[config.mk]
export PLATFORM = sky130hd
export DESIGN_NAME = data_stack_flat
export DESIGN_NICKNAME = d
export VERILOG_FILES = /design/src/rtl/data_stack_pkg.sv /design/src/rtl/data_stack_if.sv /design/src/rtl/stack_ram.sv /design/src/rtl/data_stack.sv /design/src/flat_wrapper.sv
export SDC_FILE = /design/constraint.sdc
export NUM_CORES = 1
export LEC_CHECK = 0
export CORE_MARGIN = 2
export CORE_UTILIZATION = 35
export CTS_BUF_LIST = sky130_fd_sc_hd__clkbuf_8
export DETAILED_ROUTE_END_ITERATION = 7
export PLACE_DENSITY_LB_ADDON = 0.12
export SETUP_SLACK_MARGIN = 0.3
export SLEW_MARGIN = 0
export SYNTH_ARGS = -nofsm -noshare
export SYNTH_HDL_FRONTEND = slang
export SYNTH_SLANG_ARGS = --single-unit
export TNS_END_PERCENT = 30
[constraint.sdc]
create_clock -name clk -period 5.35 [get_ports clk]
set_input_delay 0.535 -clock clk [delete_from_list [all_inputs] [get_ports clk]]
set_output_delay 0.535 -clock clk [all_outputs]
set_load 0.1 [all_outputs]
[src/rtl/data_stack_pkg.sv]
// Shared definitions for the Forth core: stack op encodings, the ALU opcode set
// the decoder also uses, and per-op depth requirements.
package data_stack_pkg;

    localparam int WIDTH_DEF = 16;

    typedef enum logic [2:0] {
        OP_NOP   = 3'd0,
        OP_PUSH  = 3'd1,
        OP_DROP  = 3'd2,
        OP_BINOP = 3'd3,
        OP_UNOP  = 3'd4,
        OP_DUP   = 3'd5,
        OP_SWAP  = 3'd6,
        OP_OVER  = 3'd7
    } stack_op_e;

    typedef enum logic [3:0] {
        ALU_ADD = 4'd0,
        ALU_SUB = 4'd1,
        ALU_AND = 4'd2,
        ALU_OR  = 4'd3,
        ALU_XOR = 4'd4,
        ALU_NOT = 4'd5,
        ALU_NEG = 4'd6,
        ALU_SHL = 4'd7,
        ALU_SHR = 4'd8
    } alu_op_e;

    // Minimum stack depth an op needs before it may execute.
    function automatic logic [1:0] op_min_depth(input stack_op_e op);
        logic [1:0] min_d;
        case (op)
            OP_DROP, OP_UNOP, OP_DUP:  min_d = 2'd1;
            OP_BINOP, OP_SWAP, OP_OVER: min_d = 2'd2;
            default:                   min_d = 2'd0;
        endcase
        return min_d;
    endfunction

    // Ops that add one entry and are therefore bounded by capacity.
    function automatic logic op_grows(input stack_op_e op);
        return (op == OP_PUSH) || (op == OP_DUP) || (op == OP_OVER);
    endfunction

endpackage

[src/rtl/data_stack_if.sv]
// Operand/result bundle between the decoder/ALU side and the data stack.
interface data_stack_if #(
    parameter int WIDTH = 16,
    parameter int DW    = 6
);
    logic [2:0]       op;
    logic [WIDTH-1:0] din;
    logic [WIDTH-1:0] res;
    logic [WIDTH-1:0] tos;
    logic [WIDTH-1:0] nos;
    logic [DW-1:0]    depth;
    logic             err_ovf;
    logic             err_unf;

    modport master (
        output op, din, res,
        input  tos, nos, depth, err_ovf, err_unf
    );

    modport slave (
        input  op, din, res,
        output tos, nos, depth, err_ovf, err_unf
    );
endinterface

[src/rtl/stack_ram.sv]
// Spill storage for stack entries below NOS: one synchronous write port and
// one asynchronous read port so a refill completes in the same cycle.
module stack_ram #(
    parameter int ENTRIES = 30,
    parameter int WIDTH   = 16,
    parameter int AW      = 5
) (
    input  logic             clk,
    input  logic             we_i,
    input  logic [AW-1:0]    waddr_i,
    input  logic [WIDTH-1:0] wdata_i,
    input  logic [AW-1:0]    raddr_i,
    output logic [WIDTH-1:0] rdata_o
);

    logic [WIDTH-1:0] mem_q [ENTRIES];

    always_ff @(posedge clk) begin
        if (we_i) begin
            mem_q[waddr_i] <= wdata_i;
        end
    end

    assign rdata_o = mem_q[raddr_i];

endmodule

[src/rtl/data_stack.sv]
// Forth data stack: TOS/NOS in registers feeding the ALU, deeper entries in a
// spill RAM; every op completes in one cycle, illegal ops only raise flags.
module data_stack
    import data_stack_pkg::*;
#(
    parameter int DEPTH = 32,
    parameter int WIDTH = WIDTH_DEF,
    parameter int DW    = 6
) (
    input  logic         clk,
    input  logic         rst,
    data_stack_if.slave  bus
);

    localparam int RAM_DEPTH = DEPTH - 2;
    localparam int AW        = (RAM_DEPTH > 1) ? $clog2(RAM_DEPTH) : 1;
    localparam logic [DW-1:0] DEPTH_C = DW'(DEPTH);
    localparam logic [DW-1:0] TWO_C   = DW'(2);

    logic [WIDTH-1:0] tos_q, tos_d;
    logic [WIDTH-1:0] nos_q, nos_d;
    logic [DW-1:0]    depth_q, depth_d;
    logic             ovf_q, ovf_d;
    logic             unf_q, unf_d;

    stack_op_e        op_e;
    logic             deep;
    logic [AW-1:0]    sp;
    logic [AW-1:0]    rd_addr;
    logic [WIDTH-1:0] rd_data;
    logic [WIDTH-1:0] refill;
    logic             ram_we;
    logic             lo_fail;
    logic             hi_fail;

    assign op_e    = stack_op_e'(bus.op);
    assign deep    = depth_q > TWO_C;
    assign sp      = deep ? AW'(depth_q - TWO_C) : '0;
    assign rd_addr = sp - AW'(1);
    // With no third element, a vacated NOS loads zero so slots past depth read 0.
    assign refill  = deep ? rd_data : '0;

    assign lo_fail = depth_q < DW'(op_min_depth(op_e));
    assign hi_fail = op_grows(op_e) && (depth_q >= DEPTH_C);

    stack_ram #(
        .ENTRIES (RAM_DEPTH),
        .WIDTH   (WIDTH),
        .AW      (AW)
    ) u_ram (
        .clk     (clk),
        .we_i    (ram_we),
        .waddr_i (sp),
        .wdata_i (nos_q),
        .raddr_i (rd_addr),
        .rdata_o (rd_data)
    );

    always_comb begin
        tos_d   = tos_q;
        nos_d   = nos_q;
        depth_d = depth_q;
        ovf_d   = ovf_q;
        unf_d   = unf_q;
        ram_we  = 1'b0;
        if (lo_fail || hi_fail) begin
            unf_d = unf_q | lo_fail;
            ovf_d = ovf_q | hi_fail;
        end else begin
            case (op_e)
                OP_PUSH: begin
                    ram_we  = depth_q >= TWO_C;
                    nos_d   = tos_q;
                    tos_d   = bus.din;
                    depth_d = depth_q + DW'(1);
                end
                OP_DROP: begin
                    tos_d   = nos_q;
                    nos_d   = refill;
                    depth_d = depth_q - DW'(1);
                end
                OP_BINOP: begin
                    tos_d   = bus.res;
                    nos_d   = refill;
                    depth_d = depth_q - DW'(1);
                end
                OP_UNOP: begin
                    tos_d = bus.res;
                end
                OP_DUP: begin
                    ram_we  = depth_q >= TWO_C;
                    nos_d   = tos_q;
                    depth_d = depth_q + DW'(1);
                end
                OP_SWAP: begin
                    tos_d = nos_q;
                    nos_d = tos_q;
                end
                OP_OVER: begin
                    ram_we  = 1'b1;
                    nos_d   = tos_q;
                    tos_d   = nos_q;
                    depth_d = depth_q + DW'(1);
                end
                default: begin
                end
            endcase
        end
    end

    always_ff @(posedge clk) begin
        if (rst) begin
            tos_q   <= '0;
            nos_q   <= '0;
            depth_q <= '0;
            ovf_q   <= 1'b0;
            unf_q   <= 1'b0;
        end else begin
            tos_q   <= tos_d;
            nos_q   <= nos_d;
            depth_q <= depth_d;
            ovf_q   <= ovf_d;
            unf_q   <= unf_d;
        end
    end

    assign bus.tos     = tos_q;
    assign bus.nos     = nos_q;
    assign bus.depth   = depth_q;
    assign bus.err_ovf = ovf_q;
    assign bus.err_unf = unf_q;

endmodule
[src/flat_wrapper.sv]
// flat-port wrapper written by rule: the top's interface ports become plain ports
module data_stack_flat import data_stack_pkg::*;
#(
    parameter int DEPTH = 32,
    parameter int WIDTH = WIDTH_DEF,
    parameter int DW    = 6
)
  (clk, rst, bus_op, bus_din, bus_res, bus_tos, bus_nos, bus_depth, bus_err_ovf, bus_err_unf);
  data_stack_if #(.WIDTH(WIDTH), .DW(DW)) bus_i ();
  input  logic clk;
  input  logic rst;
  input wire logic [$bits(bus_i.op)-1:0] bus_op;
  input wire logic [$bits(bus_i.din)-1:0] bus_din;
  input wire logic [$bits(bus_i.res)-1:0] bus_res;
  output wire logic [$bits(bus_i.tos)-1:0] bus_tos;
  output wire logic [$bits(bus_i.nos)-1:0] bus_nos;
  output wire logic [$bits(bus_i.depth)-1:0] bus_depth;
  output wire logic [$bits(bus_i.err_ovf)-1:0] bus_err_ovf;
  output wire logic [$bits(bus_i.err_unf)-1:0] bus_err_unf;
  assign bus_i.op = bus_op;
  assign bus_i.din = bus_din;
  assign bus_i.res = bus_res;
  assign bus_tos = bus_i.tos;
  assign bus_nos = bus_i.nos;
  assign bus_depth = bus_i.depth;
  assign bus_err_ovf = bus_i.err_ovf;
  assign bus_err_unf = bus_i.err_unf;
  data_stack #(.DEPTH(DEPTH), .WIDTH(WIDTH), .DW(DW)) u_core (.clk(clk), .rst(rst), .bus(bus_i));
endmodule
==> run summary, run 1 <==
The leakage power came out at 8.286 nW. The clock buffer count from CTS came out at 89. The buffer depth of the longest clock path is 3. The sequential share of the synthesized area came out at 0.7119.

The clock tree synthesis step divided the H-tree into 3 levels. After detailed routing, the total wire length is 59.60 mm. After detailed routing, the average wire length per cell comes to 26.19 um. The netlist area before placement is between 20000 and 25000 um2.

The number of flops mapped to enable cells by yosys is between 400 and 500. The die width came out at about 250 um. The clock insertion delay at the later pin of the skew report came out at 0.70 ns. The fmax came out at 233.1 MHz. The weighted congestion at the end of routability-driven global placement came out at 0.7817. The number of nets still failing antenna checks after routing came out at 0. The area of the die came out at 63050 um2.

The ratio of cells with drive above 1 in the final layout came out at 0.2317. For the pin with the worst max-slew slack, the measured transition is between 1 and 1.5 ns. The post-route minimum period is about 4.3 ns.

The final worst slack came out at ~1.1 ns. Power comes to approximately 0.016 W. Once the clock tree was built, the resizer swapped 0 gates to a different size. Among all flip-flop cells after synthesis, the most frequent one is sky130_fd_sc_hd__edfxtp_1. The number of nets handed over by synthesis was 1317. The worst clock skew is just under 0.04 ns.

The number of max-slew violations in the final report is 0. The cell count after placement is 2111. The clock sink count came out at 520. The detailed placement HPWL is 35.83 mm. The critical path is of the register to register type.

The initial antenna violation count came out at 2. The count of synthesis-stage warnings from yosys is 0. The number of hold-slack violations in the final timing report is 0. The count of mapped cells out of synthesis is roughly 1300. The vertical die dimension is 251.1 um. For this design the ratio of total power to cell area is 623.6 nW/um2. The area growth from synthesis to layout is 17.11%.

Setup violations remaining at the end of the flow were counted as 0. The post-synthesis cell type count is 70. The number of flip-flops and latches in the synthesized netlist came out at 520. The post-detailed-route DRC marker count came out at 0. Dividing the final minimum period by the clock period gives 0.8017. The port buffer count came out at 76. The run finished with clean final reports. Counting cells, the worst reg-to-reg path comes to 9. The count of vias placed by the detailed router came out at between 10000 and 15000. Setup repair after global routing left no endpoint under its margin.

The post-route standard cell area excluding fillers is 25030 um2. The setup TNS came out at 0 ns. The library cell used most frequently in the layout, excluding fill and tap cells, is sky130_fd_sc_hd__edfxtp_1.

The post-CTS repair timing setup buffer count is 0. The worst setup path is launched from a register. In this run the worst path has a maximum fanout of 29. The worst path required time came out at slightly below 6 ns. The cell area reported after detailed placement came out at 23340 um2. The maximum ir drop on the vdd rail is 0.0005509 V.

The instance count along the most critical hold path is 3. The global route total overflow came out at 0. The worst setup path is captured at a register.

The clock edge transition at the registers on the reported setup and hold paths came out at 0.06 ns. The largest net degree at the start of global routing came out at approximately 110. The first global-routing pass estimated 86.84 mm of wire. The worst max-slew margin expressed relative to the limit is 0.3017. The via density per instance is 5.327. In this run, the number of DRC markers left after iteration 0 of detailed routing was 944. In this run the clock root is driven by a sky130_fd_sc_hd__clkbuf_8.

The worst slack at placement came out at between 0.9 and 1 ns. The number of global-route vias before repair came out at ~12000. The first detailed-routing pass took 5 iterations. The count of boundary I/O pins is 77. The core area is 60360 um2. The TritonCTS clock tree is done.

The mean instance size in the synthesized netlist is 16.84 um2. The initial standard-cell utilization of the core is 0.3541. The count of nets after finishing is 1468.

The library cells used most frequently in the layout, excluding fill and tap cells, are 480 x sky130_fd_sc_hd__edfxtp_1, 114 x sky130_fd_sc_hd__nor2_1, 100 x sky130_fd_sc_hd__mux4_2, 98 x sky130_fd_sc_hd__clkbuf_8, 88 x sky130_fd_sc_hd__nand2_1. Across every metal layer, demand over resource in global routing totals 0.1910. The number of max-cap violations is 0. In this run the worst hold path is classified as input pin to register. The final standard cell count with taps included and fillers excluded came out at 2276.

In this run, post-CTS hold repair placed 0 buffers. The share of synthesized flip-flops with an asynchronous set or reset is 0. The data arrival time of the worst path is 4.82 ns. The placement row count came out at 90.
report_power, final:
group | internal [W] | leakage [nW] | switching, W
sequential | 0.00485 | 4.76 | 0.000185
clock | 0.00175 | 0.992 | 0.00165
combinational | 0.00254 | 2.54 | 0.00463
final timing paths:
kind	to	start	slack [ns]
hold / removal	u_core.bus.depth[0]	rst	0.43
setup reg to reg	u_core.bus.nos[12]	u_core.bus.depth[1]	1.06
setup / recovery	u_core.bus.nos[12]	u_core.bus.depth[1]	1.06
hold reg to reg	u_core.bus.err_unf	u_core.bus.err_unf	0.50
final cells by class:
cell class	count	area (um2)
Clock buffer	98	1349
Fill cell	5466	35330
Inverter	7	26.28
Clock inverter	66	339.1
Tap cell	782	978.4
Timing Repair Buffer	141	1269
Multi-Input combinational cell	661	5851
Antenna cell	1	2.502
Sequential cell	520	15210
worst max-delay path, cell delays in order (launching register included):
cell,delay [ns]
sky130_fd_sc_hd__dfxtp_1,0.47
sky130_fd_sc_hd__nor3_4,0.54
sky130_fd_sc_hd__a21boi_4,0.12
sky130_fd_sc_hd__inv_2,0.46
sky130_fd_sc_hd__ha_1,0.45
sky130_fd_sc_hd__inv_1,0.20
sky130_fd_sc_hd__xnor2_4,0.78
sky130_fd_sc_hd__buf_4,0.33
sky130_fd_sc_hd__mux2i_1,0.57
sky130_fd_sc_hd__o221ai_1,0.21
stage by stage:
stage,utilization,hold WS [ns]
floorplan,-,0.7019
global placement,0.3867,0.4720
detailed placement,0.3867,0.4843
CTS,0.4146,0.3867
global route,0.4147,0.4401
finish,0.4147,0.4316
state kept, by name, indices dropped and copies added (netlist names):
name                cells
u_core.bus.err_unf      1
u_core.bus.tos         16
u_core.bus.depth        6
u_core.u_ram.mem_q    480
u_core.bus.nos         16
u_core.bus.err_ovf      1
Yosys cell counts (4+ instances only):
master	count	area, um2
sky130_fd_sc_hd__mux2_2	24	270.3
sky130_fd_sc_hd__buf_6	4	45.04
sky130_fd_sc_hd__mux2i_1	32	320.3
sky130_fd_sc_hd__inv_1	6	22.52
sky130_fd_sc_hd__nand3b_1	4	30.03
sky130_fd_sc_hd__dfxtp_1	40	800.8
sky130_fd_sc_hd__nand2_1	89	334.1
sky130_fd_sc_hd__a31oi_1	20	125.1
sky130_fd_sc_hd__a21oi_1	34	170.2
sky130_fd_sc_hd__buf_1	5	18.77
sky130_fd_sc_hd__nor2b_1	17	106.4
sky130_fd_sc_hd__xnor2_2	4	65.06
sky130_fd_sc_hd__nor3_1	23	115.1
sky130_fd_sc_hd__nand3_1	17	85.08
sky130_fd_sc_hd__ha_1	10	125.1
sky130_fd_sc_hd__edfxtp_1	480	14410
sky130_fd_sc_hd__a211oi_1	19	142.6
sky130_fd_sc_hd__mux4_2	100	2252
sky130_fd_sc_hd__o22ai_1	4	25.02
sky130_fd_sc_hd__o21ai_0	23	115.1
sky130_fd_sc_hd__o221ai_1	13	113.9
sky130_fd_sc_hd__and3_1	4	25.02
sky130_fd_sc_hd__nor2_1	129	484.2
sky130_fd_sc_hd__clkbuf_1	49	183.9
sky130_fd_sc_hd__o32a_1	10	100.1
sky130_fd_sc_hd__nand2b_1	5	31.28
sky130_fd_sc_hd__buf_2	19	95.09
sky130_fd_sc_hd__buf_4	4	30.03
sky130_fd_sc_hd__o22a_1	11	96.34
sky130_fd_sc_hd__xnor2_1	5	43.79
cells by family (layout without fill, tap and decap cells):
family | count (synthesis) | in the layout | share of synthesized area
DFF | 520 | 520 | 0.7119
and+or+nand+nor | 313 | 313 | 0.06621
AOI/OAI and AO/OA | 171 | 171 | 0.05790
muxes | 156 | 156 | 0.1330
buffers and inverters | 88 | 312 | 0.01868
adders and majority gates | 11 | 11 | 0.006791
xor gates and xnor gates | 10 | 10 | 0.005503
other | 0 | 1 | 0
metal layers:
layer | global-route usage | part of all wire
met1 | 0.2673 | 0.45
met2 | 0.2986 | 0.46
met3 | 0.03344 | 0.053
met4 | 0.07296 | 0.028
met5 | 0 | 0
Power figures use the tool's default switching activity.
==> inputs of run 2 (changes only) <==
- clock period: 5.35 -> 4.2 ns (I/O delays scaled with it)
==> run summary, run 2 (same netlist as run 1, synthesis figures left out) <==
The power density over cell area came out at 807.1 nW/um2 (was 623.6 nW/um2). The TritonCTS clock tree is done (unchanged). The element type at the critical path start is a register (unchanged).

The fmax is 268.8 MHz (was 233.1 MHz). The worst clock skew is 0.05074 ns (was 0.03842 ns). The worst slack at placement is 0.4409 ns (was 0.9728 ns). Result of the run: complete, no violations (unchanged). The worst reg2reg path depth is 9 (unchanged). The post-CTS repair timing setup buffer count was 0 (unchanged). The area growth from synthesis to layout came out at 17.86% (was 17.11%).

The proportion of power drawn by flip-flops and latches is 0.317 (was 0.323). The area of combinational cells with multiple inputs is 5838 um2 (was 5851 um2). The buffer depth of the longest clock path came out at 3 (unchanged). The number of global-route vias before repair is 12661 (was 12469). The final wirelength came out at 60.79 mm (was 59.60 mm).

The instance count along the most critical hold path came out at 3 (unchanged). The final worst slack is 0.4803 ns (was 1.061 ns). The element type at the critical path end is a register (unchanged). The via density per instance is 5.374 (was 5.327). The worst hold slack was 0.3424 ns (was 0.4316 ns). The initial antenna violation count is 2 (unchanged).

The maximum ir drop on the vdd rail came out at 0.0005421 V (was 0.0005509 V). The count of nets after finishing is 1483 (was 1468). The post-route minimum period is 3.720 ns (was 4.289 ns). The area of the die came out at 63050 um2 (unchanged). The number of max-slew violations in the final report is 0 (unchanged). The count of vias placed by the detailed router was 12295 (was 12125).

The wire length of the first global-routing pass is 88.89 mm (was 86.84 mm). The register name with the most flops was u_core.u_ram.mem_q (unchanged). The number of nets still failing antenna checks after routing is 0 (unchanged). The data arrival time of the worst path came out at 4.22 ns (was 4.82 ns).

The start-to-end type of the worst setup path is register to register (unchanged). The cell at the root of the clock tree is sky130_fd_sc_hd__clkbuf_8 (unchanged). The number of hold-slack violations in the final timing report came out at 0 (unchanged).

The critical-path cell with the highest stage delay is sky130_fd_sc_hd__or4_1 (was sky130_fd_sc_hd__xnor2_4). The fraction of power consumed by combinational cells came out at 0.462 (was 0.460). The part of the power in the clock network is 0.221 (was 0.217). The number of flip-flops in the largest register came out at 480 (unchanged). The total internal power came out at 0.01191 W (was 0.009141 W). The count of boundary I/O pins is 77 (unchanged).

The post-detailed-route DRC marker count is 0 (unchanged). The count of filler cells inserted in the layout was 5517 (was 5466). The clock edge transition at the registers on the reported setup and hold paths is 0.06 ns (about the same). The weighted congestion at the end of routability-driven global placement is 0.7830 (was 0.7817). The global route total overflow came out at 0 (unchanged). The most common library cell in the layout ignoring fill and taps was sky130_fd_sc_hd__edfxtp_1 (unchanged). The largest stage delay on the critical path came out at 0.71 ns (was 0.78 ns). The sequential cell area came to 15220 um2 (was 15210 um2).

The share of total power consumed by net switching was 0.4144 (was 0.4143). The detailed placement HPWL was 37.45 mm (was 35.83 mm). The final clock period utilization by the worst path came to 0.8857 (was 0.8017).

The setup TNS came out at 0 ns (unchanged). Most frequent cells in the layout: 480 x sky130_fd_sc_hd__edfxtp_1, 118 x sky130_fd_sc_hd__nor2_1, 104 x sky130_fd_sc_hd__clkbuf_8, 100 x sky130_fd_sc_hd__mux4_2, 89 x sky130_fd_sc_hd__nand2_1 (was 480 x sky130_fd_sc_hd__edfxtp_1, 114 x sky130_fd_sc_hd__nor2_1, 100 x sky130_fd_sc_hd__mux4_2, 98 x sky130_fd_sc_hd__clkbuf_8, 88 x sky130_fd_sc_hd__nand2_1). Sequence of cells on the critical path: or4_1 > nand2_1 > ha_4 > buf_12 > mux2_2 > o221ai_1 > o21ai_0 > a21oi_1 > o211ai_1 (was nor3_4 > a21boi_4 > inv_2 > ha_1 > inv_1 > xnor2_4 > buf_4 > mux2i_1 > o221ai_1). The aggregate global-route resource usage came out at 0.1957 (was 0.1910).

The peak fanout along the critical path came out at 41 (was 29). The initial standard-cell utilization of the core came out at 0.3541 (unchanged). The core area is 60360 um2 (unchanged). The actual transition at the worst max-transition pin was 1.022 ns (was 1.047 ns). The hold buffer count at cts came out at 0 (unchanged). The number of max-cap violations was 0 (unchanged). The ratio of cells with drive above 1 in the final layout is 0.2425 (was 0.2317). The vertical die dimension came out at 251.1 um (unchanged). The die width is 251.1 um (unchanged). The worst min-delay path class was input pin to register (unchanged). The worst max-slew margin expressed relative to the limit is 0.3165 (was 0.3017). The port buffer count is 76 (unchanged). The total net switching power is 0.008424 W (was 0.006466 W). The worst path required time is 4.70 ns (was 5.88 ns).

The count of TritonRoute iterations in the first routing pass is 5 (unchanged). The number of DRC markers in iteration 0 came out at 956 (was 944). RSZ-0062 raised after global routing: false (unchanged). The number of setup violations in the final report came out at 0 (unchanged). The clock sink count is 520 (unchanged). The clock buffer count from CTS came to 90 (was 89).

The per-cell routed wire length was 26.57 um (was 26.19 um). The placement row count came out at 90 (unchanged). The total chip power came to 0.02033 W (was 0.01561 W).

The number of resized instances in the post-cts repair step came out at 0 (unchanged). The H-tree level count came to 3 (unchanged). The clock insertion delay at the later pin of the skew report is 0.71 ns (was 0.70 ns). The leakage power is 8.400 nW (was 8.286 nW). The largest net degree at the start of global routing is 69 (was 109).
-- run 2: cell types whose count changed in the layout (fill, tap and decap cells not counted), sizes merged --
cell / previous run / this run
clkinv: 24 / 15
clkdlybuf4s50: 75 / 72
clkinvlp: 3 / 2
inv: 45 / 46
clkbuf: 98 / 104
bufinv: 1 / 2
buf: 66 / 83
-- run 2: area by class of cell --
class / instances / area share
inverters: 7 / 0.001043
multi-input cells: 661 / 0.2318
repair buffers: 155 / 0.05424
clock inverters: 58 / 0.01287
clock buffers: 104 / 0.05682
diodes: 1 / 0.00009934
well taps: 782 / 0.03884
flip-flops and latches: 520 / 0.6043
-- run 2: metal layers --
metal / global-route usage / share of wire / vias to the layer above / wire [um]
li1: - / - / 5385 / -
met1: 0.2701 / 0.45 / 6497 / 27120
met2: 0.3222 / 0.49 / 332 / 29810
met3: 0.03448 / 0.046 / 81 / 2794
met4: 0.04881 / 0.017 / 0 / 1060
met5: 0 / 0 / - / 0
-- run 2: worst paths after layout --
path / from / end / slack, ns
worst max-delay path: u_core.bus.depth[5] / u_core.bus.nos[14] / 0.48
worst min-delay path: rst / u_core.bus.err_unf / 0.34
worst max register to register: u_core.bus.depth[5] / u_core.bus.nos[14] / 0.48
worst min register to register: u_core.bus.err_ovf / u_core.bus.err_ovf / 0.48
-- run 2: per-stage QoR --
| stage | utilization | std cells | area, um2 |
|---|---|---|---|
| after global routing | 0.4173 | 2288 | 25190 |
| after CTS | 0.4173 | 2287 | 25190 |
| after detailed placement | 0.3882 | 2125 | 23430 |
| after global placement | 0.3882 | 2125 | 23430 |
| after floorplan | - | 1269 | 21390 |
| final | 0.4173 | 2288 | 25190 |
-- run 2: worst max-delay path: cells and delay by family, from the launching register on --
family | cells | cell delay (ns)
AOI/OAI and AO/OA | 4 | 0.97
muxes | 1 | 0.36
buffers and inverters | 1 | 0.33
DFF | 1 | 0.38
adders and majority gates | 1 | 0.55
and+or+nand+nor | 2 | 0.95
-- run 2: power by group through the flow --
stage | logic (W) | clock network, W | registers [W]
6_report | 0.00939 | 0.00449 | 0.00645
3_3_place_gp | 0.00955 | 0 | 0.00655
4_1_cts | 0.00956 | 0.00463 | 0.00645
3_5_place_dp | 0.00953 | 0 | 0.00656
2_1_floorplan | 0.00538 | 0 | 0.00741
5_1_grt | 0.0100 | 0.00486 | 0.00648
